`src/rtl/uart_tx_arbiter_pkg.sv`:
```
// Shared definitions for the UART transmit arbiter: FSM state encoding,
// default widths and a constant-width helper.
package uart_tx_arbiter_pkg;

    localparam int unsigned DEFAULT_DATA_WIDTH = 8;
    localparam int unsigned DEFAULT_NUM_REQ    = 4;

    typedef enum logic [1:0] {
        ST_IDLE  = 2'b00,
        ST_GRANT = 2'b01,
        ST_SEND  = 2'b11,
        ST_WAIT  = 2'b10
    } state_t;

    // Bits needed to index 'value' items; never returns less than 1.
    function automatic int unsigned clog2(input int unsigned value);
        int unsigned w;
        w = 1;
        while ((64'd1 << w) < 64'(value)) begin
            w++;
        end
        return w;
    endfunction

endpackage

```
`src/rtl/uart_tx_arbiter_if.sv`:
```
// Client/transmitter-side signal bundle of the UART transmit arbiter.
// slave: the arbiter's view; master: the environment (clients + transmitter).
interface uart_tx_arbiter_if
    import uart_tx_arbiter_pkg::*;
#(
    parameter int unsigned NUM_REQ    = DEFAULT_NUM_REQ,
    parameter int unsigned DATA_WIDTH = DEFAULT_DATA_WIDTH
);
    localparam int unsigned IW = clog2(NUM_REQ);

    logic [NUM_REQ-1:0]            req;
    logic [NUM_REQ*DATA_WIDTH-1:0] req_data;
    logic [NUM_REQ-1:0]            ack;
    logic [DATA_WIDTH-1:0]         tx_data;
    logic                          tx_send;
    logic                          tx_busy;
    logic [IW-1:0]                 active_id;
    logic                          tx_active;
    logic                          tx_err;

    modport slave (
        input  req, req_data, tx_busy,
        output ack, tx_data, tx_send, active_id, tx_active, tx_err
    );

    modport master (
        output req, req_data, tx_busy,
        input  ack, tx_data, tx_send, active_id, tx_active, tx_err
    );

endinterface

```
`src/rtl/uart_tx_arbiter_rr_pick.sv`:
```
// Round-robin pick: first set request bit searching upward from ptr+1,
// wrapping, so the previous winner has lowest priority.
module rr_pick
    import uart_tx_arbiter_pkg::*;
#(
    parameter  int unsigned NUM_REQ = DEFAULT_NUM_REQ,
    localparam int unsigned IW      = clog2(NUM_REQ)
) (
    input  logic [NUM_REQ-1:0] req,
    input  logic [IW-1:0]      ptr,
    output logic [IW-1:0]      winner,
    output logic               any_req
);

    // Rotating priority search starting just after the last winner
    always_comb begin
        int unsigned idx;
        winner  = '0;
        any_req = 1'b0;
        for (int unsigned i = 1; i <= NUM_REQ; i++) begin
            idx = 32'(ptr) + i;
            if (idx >= NUM_REQ) begin
                idx = idx - NUM_REQ;
            end
            if (!any_req && req[IW'(idx)]) begin
                any_req = 1'b1;
                winner  = IW'(idx);
            end
        end
    end

endmodule

```
`src/rtl/uart_tx_arbiter.sv`:
```
// Shares one UART transmitter between NUM_REQ byte producers, round-robin.
// Latches the winner's byte, raises send until the transmitter reports busy,
// then waits for busy to fall before the next grant. Aborts with tx_err if
// busy never rises within BUSY_TIMEOUT cycles.
module uart_tx_arbiter
    import uart_tx_arbiter_pkg::*;
#(
    parameter int unsigned NUM_REQ      = DEFAULT_NUM_REQ,
    parameter int unsigned DATA_WIDTH   = DEFAULT_DATA_WIDTH,
    parameter int unsigned BUSY_TIMEOUT = 4096
) (
    input  logic              clk,
    input  logic              reset,
    uart_tx_arbiter_if.slave  bus
);

    localparam int unsigned IW = clog2(NUM_REQ);
    localparam int unsigned CW = clog2(BUSY_TIMEOUT) + 1;

    state_t                state;
    state_t                state_nxt;
    logic [IW-1:0]         ptr;
    logic [IW-1:0]         win_q;
    logic [IW-1:0]         pick;
    logic                  any_req;
    logic [CW-1:0]         cnt;
    logic [DATA_WIDTH-1:0] data_q;
    logic [DATA_WIDTH-1:0] sel_data;
    logic [IW-1:0]         id_q;
    logic                  err_q;
    logic                  abort;

    rr_pick #(
        .NUM_REQ (NUM_REQ)
    ) u_pick (
        .req     (bus.req),
        .ptr     (ptr),
        .winner  (pick),
        .any_req (any_req)
    );

    // State register
    always_ff @(posedge clk or negedge reset) begin
        if (!reset) begin
            state <= ST_IDLE;
        end else begin
            state <= state_nxt;
        end
    end

    // Next-state decode; abort flags a SEND that never saw busy
    always_comb begin
        state_nxt = state;
        abort     = 1'b0;
        case (state)
            ST_IDLE: begin
                if (any_req) begin
                    state_nxt = ST_GRANT;
                end
            end
            ST_GRANT: begin
                state_nxt = ST_SEND;
            end
            ST_SEND: begin
                if (bus.tx_busy) begin
                    state_nxt = ST_WAIT;
                end else if (cnt == CW'(BUSY_TIMEOUT - 1)) begin
                    abort     = 1'b1;
                    state_nxt = ST_IDLE;
                end
            end
            ST_WAIT: begin
                if (!bus.tx_busy) begin
                    state_nxt = ST_IDLE;
                end
            end
            default: begin
                state_nxt = ST_IDLE;
            end
        endcase
    end

    // Byte of the granted requester
    always_comb begin
        sel_data = '0;
        for (int unsigned i = 0; i < NUM_REQ; i++) begin
            if (win_q == IW'(i)) begin
                sel_data = bus.req_data[i*DATA_WIDTH +: DATA_WIDTH];
            end
        end
    end

    // Winner capture, data latch, rr pointer, timeout counter and error pulse
    always_ff @(posedge clk or negedge reset) begin
        if (!reset) begin
            ptr    <= IW'(NUM_REQ - 1);
            win_q  <= '0;
            cnt    <= '0;
            data_q <= '0;
            id_q   <= '0;
            err_q  <= 1'b0;
        end else begin
            err_q <= abort;
            if (state == ST_IDLE && any_req) begin
                win_q <= pick;
            end
            if (state == ST_GRANT) begin
                data_q <= sel_data;
                id_q   <= win_q;
                ptr    <= win_q;
                cnt    <= '0;
            end else if (state == ST_SEND && cnt != '1) begin
                cnt <= cnt + 1'b1;
            end
        end
    end

    // State-decoded handshake outputs
    always_comb begin
        bus.ack = '0;
        if (state == ST_GRANT) begin
            bus.ack[win_q] = 1'b1;
        end
        bus.tx_send   = (state == ST_SEND);
        bus.tx_active = (state != ST_IDLE);
    end

    assign bus.tx_data   = data_q;
    assign bus.active_id = id_q;
    assign bus.tx_err    = err_q;

endmodule

```
`src/flat_wrapper.sv`:
```
// flat-port wrapper written by rule: the top's interface ports become plain ports
module uart_tx_arbiter_flat import uart_tx_arbiter_pkg::*;
#(
    parameter int unsigned NUM_REQ      = DEFAULT_NUM_REQ,
    parameter int unsigned DATA_WIDTH   = DEFAULT_DATA_WIDTH,
    parameter int unsigned BUSY_TIMEOUT = 4096
)
  (clk, reset, bus_req, bus_req_data, bus_tx_busy, bus_ack, bus_tx_data, bus_tx_send, bus_active_id, bus_tx_active, bus_tx_err);
  uart_tx_arbiter_if #(.NUM_REQ(NUM_REQ), .DATA_WIDTH(DATA_WIDTH)) bus_i ();
  input  logic clk;
  input  logic reset;
  input wire logic [$bits(bus_i.req)-1:0] bus_req;
  input wire logic [$bits(bus_i.req_data)-1:0] bus_req_data;
  input wire logic [$bits(bus_i.tx_busy)-1:0] bus_tx_busy;
  output wire logic [$bits(bus_i.ack)-1:0] bus_ack;
  output wire logic [$bits(bus_i.tx_data)-1:0] bus_tx_data;
  output wire logic [$bits(bus_i.tx_send)-1:0] bus_tx_send;
  output wire logic [$bits(bus_i.active_id)-1:0] bus_active_id;
  output wire logic [$bits(bus_i.tx_active)-1:0] bus_tx_active;
  output wire logic [$bits(bus_i.tx_err)-1:0] bus_tx_err;
  assign bus_i.req = bus_req;
  assign bus_i.req_data = bus_req_data;
  assign bus_i.tx_busy = bus_tx_busy;
  assign bus_ack = bus_i.ack;
  assign bus_tx_data = bus_i.tx_data;
  assign bus_tx_send = bus_i.tx_send;
  assign bus_active_id = bus_i.active_id;
  assign bus_tx_active = bus_i.tx_active;
  assign bus_tx_err = bus_i.tx_err;
  uart_tx_arbiter #(.NUM_REQ(NUM_REQ), .DATA_WIDTH(DATA_WIDTH), .BUSY_TIMEOUT(BUSY_TIMEOUT)) u_core (.clk(clk), .reset(reset), .bus(bus_i));
endmodule
```
`config.mk`:
```
export PLATFORM = sky130hd
export DESIGN_NAME = uart_tx_arbiter_flat
export DESIGN_NICKNAME = d
export VERILOG_FILES = /design/src/rtl/uart_tx_arbiter_pkg.sv /design/src/rtl/uart_tx_arbiter_if.sv /design/src/rtl/uart_tx_arbiter_rr_pick.sv /design/src/rtl/uart_tx_arbiter.sv /design/src/flat_wrapper.sv
export SDC_FILE = /design/constraint.sdc
export NUM_CORES = 1
export LEC_CHECK = 0
export CAP_MARGIN = 40
export CORE_MARGIN = 8
export CORE_UTILIZATION = 41
export CTS_BUF_LIST = sky130_fd_sc_hd__clkbuf_16
export CTS_CLUSTER_DIAMETER = 120
export CTS_CLUSTER_SIZE = 25
export DETAILED_ROUTE_END_ITERATION = 16
export GPL_ROUTABILITY_DRIVEN = 1
export GPL_TIMING_DRIVEN = 0
export PLACE_DENSITY_LB_ADDON = 0.3
export SLEW_MARGIN = 20
export SYNTH_ARGS = -nofsm -noshare
export SYNTH_HDL_FRONTEND = slang
export SYNTH_HIERARCHICAL = 1
export SYNTH_SLANG_ARGS = --single-unit
export TNS_END_PERCENT = 20
```
`constraint.sdc`:
```
create_clock -name clk -period 3.5 [get_ports clk]
set_input_delay 0.35 -clock clk [delete_from_list [all_inputs] [get_ports clk]]
set_output_delay 0.35 -clock clk [all_outputs]
set_load 0.03 [all_outputs]
```
==> results.toml <==
[placement]
place_area_sq_um = 2300
dp_cells = 277
place_ws_ns = 1.11
finalWeightedCongestion = 0.758
hpwl_microns = 3500
portBuffers = 55

[clock_tree]
cts_hold_buf = 0
cts_made_buffers = 5
clkTransAtPathRegs_ns = 0.05
worstSkewPairLatency_ns = 0.27
clock-sinks = 30
h-tree-depth = 2
cts_resized = 0
cts_buffer_depth = 2
root_buffer = "clkbuf_16"
cts_tree = "built"
cts_setup_buffers = 0

[synth]
synth.ff_latch_count = 30
netlist_area_sq_um = 1700
synth_nets = 212
synth_cell_types = 42
yosysWarnings = 6
post_synth.cell_area_avg_sq_um = 9.86
ys_top_cells_by_area = "dfrtp_1 41%, mux4_2 11%, nand2_1 9.7%"
synth_top_cells_by_count = "44 x nand2_1, 28 x dfrtp_1, 8 x mux4_2, 8 x nor2_1, 7 x nand3_1"
async_reset_ff_frac = 1.00
ys_seq_area_frac = 0.444
synth.top_cell.area_share = 0.413
post-synth-top-count-cell = "nand2_1"
synthesis.instances = 172
yosys.area.top_type = "dfrtp_1"
synth_edf_count = 0
synth_flop_cell = "dfrtp_1"

[sta]
worstMarginPinSlew_ns = 0.659
slew_headroom = 0.561
setup-violations-final = 0
post-route-min-period_ns = 2.69
rsz0062_at_grt = "false"
setup_ws_ns = 0.808
fin_worst_skew_ns = 0.00252
setup_tns_ns = 0
fmax_mhz = 371
finalCritPeriodShare = 0.769
hold_slack_ns = 0.109
maxSlewViolCount = 0
report.final.hold_viol_count = 0

[drt]
drt_iter0_drc = 99
firstDrtPassIters = 4
wirelength_microns = 4490
vias = 1506
vias_per_cell = 5.28
drc = 0
wl_met3_microns = 270
routed.top_layer = "met4"
ant_nets = 0
dr_wl_met2_microns = 2300
drt-met1-wl_microns = 1880
routedWlPerCell_microns = 15.8

[job]
drv_cap = 0

[setup_path]
critPathRequiredTime_ns = 3.15
reg2reg_depth = 6
cp_max_fo = 10
path_common_cell = "clkbuf_1"
end_kind = "primary output"
r2r_setup_slack_ns = 1.60
crit_cells = 5
path_buf_inv = 3
cp_cell_sequence = "clkbuf_1 > nand2b_1 > clkbuf_1 > nor3b_1 > clkdlybuf4s50_1"
start_kind = "flop"
crit_family = "buffers and inverters"
max_stage_delay_ns = 0.73
critical_path_class = "flop to primary output"
critPathSlowestCell = "clkdlybuf4s50_1"
arrival_ns = 2.34

[global_route]
antenna_found_initial = 0
grt_pass1_wl_microns = 7620
grt_max_degree = 31
grt_pass1_vias = 1596
grt_overflow = 0
track_usage = 0.150

[power]
peakVddDrop_mv = 0.447
p_int_mw = 1.15
sequentialPowerShare = 0.308
leakage_nw = 1.04
switching_power_mw = 0.777
clkPwrFrac = 0.209
swShare = 0.403
total_power_mw = 1.93
power_density_nw_per_um2 = 789
comb_power_share = 0.483

[floorplanning]
fp.dieW_microns = 80.3
die_area_sq_um = 6450
top_level_ports = 56
chipHeight_microns = 80.3
rows = 23
core_area_sq_um = 4000
start_util = 0.424

[finish]
area_delta_synth_final_pct = 44.2
drive_gt1_frac = 0.140
finalInstanceArea_sq_um = 2440
antennaDiodeCount = 0
utilization = 0.611
fin_cells = 285
fin_nets = 274

[status]
status = "completed"

[worst_hold_path]
min_path_type = "input port to async pin"
## registers in the layout, summed over array words and instances (netlist names)
name / flops
u_core/ptr: 2
u_core/state: 2
u_core/bus.tx_data: 8
u_core/bus.tx_err: 1
u_core/cnt: 13
u_core/bus.active_id: 2
u_core/win_q: 2
## logic make-up (layout without fill, tap and decap cells)
| group | count (synthesis) | in the layout | share of synthesized area |
|---|---|---|---|
| buffers and inverters | 13 | 76 | 0.0362 |
| DFF | 30 | 30 | 0.444 |
| AOI/OAI and AO/OA | 26 | 26 | 0.117 |
| and+or+nand+nor | 89 | 89 | 0.258 |
| adders and majority gates | 1 | 1 | 0.00738 |
| muxes | 12 | 12 | 0.131 |
| xor gates and xnor gates | 1 | 1 | 0.00517 |
## power by group through the flow
stage / logic, mW / clock network, mW / registers, mW
after floorplan: 0.515 / 0 / 0.681
after global placement: 0.925 / 0 / 0.593
after detailed placement: 0.936 / 0 / 0.598
after CTS: 0.943 / 0.413 / 0.593
after global routing: 1.02 / 0.425 / 0.618
final: 0.930 / 0.404 / 0.594
## layer usage
layer / up-vias / GRT usage
met1: 709 / 0.178
met5: - / 0
li1: 749 / -
met3: 7 / 0.0491
met2: 41 / 0.249
met4: 0 / 0.0491
## worst paths after layout
path,from,end
worst max-delay path,u_core/state[1],bus_ack[2]
worst min-delay path,reset,u_core/cnt[3]
min in group clk,u_core/bus.tx_data[6],u_core/bus.tx_data[6]
max in group asynchronous,reset,u_core/cnt[8]
worst max register to register,u_core/cnt[0],u_core/cnt[3]
worst min register to register,u_core/bus.tx_data[6],u_core/bus.tx_data[6]
## cell type report
cell class / instances / area (sq um)
Fill cell: 332 / 1560
Inverter: 5 / 18.8
Sequential cell: 30 / 753
Multi-Input combinational cell: 129 / 881
Clock inverter: 3 / 16.3
Timing Repair Buffer: 55 / 546
Buffer: 8 / 42.5
Clock buffer: 5 / 125
Tap cell: 50 / 62.6
## layout by cell type, fill, tap and decap left out, types with 6 or more instances in the layout
cell type	instances
nor3_1	6
mux4_2	8
nor2_1	8
nand3_1	7
a21oi_1	6
dfrtp_1	28
nand2_1	44
clkdlybuf4s50_1	54
Power figures use the tool's default switching activity.
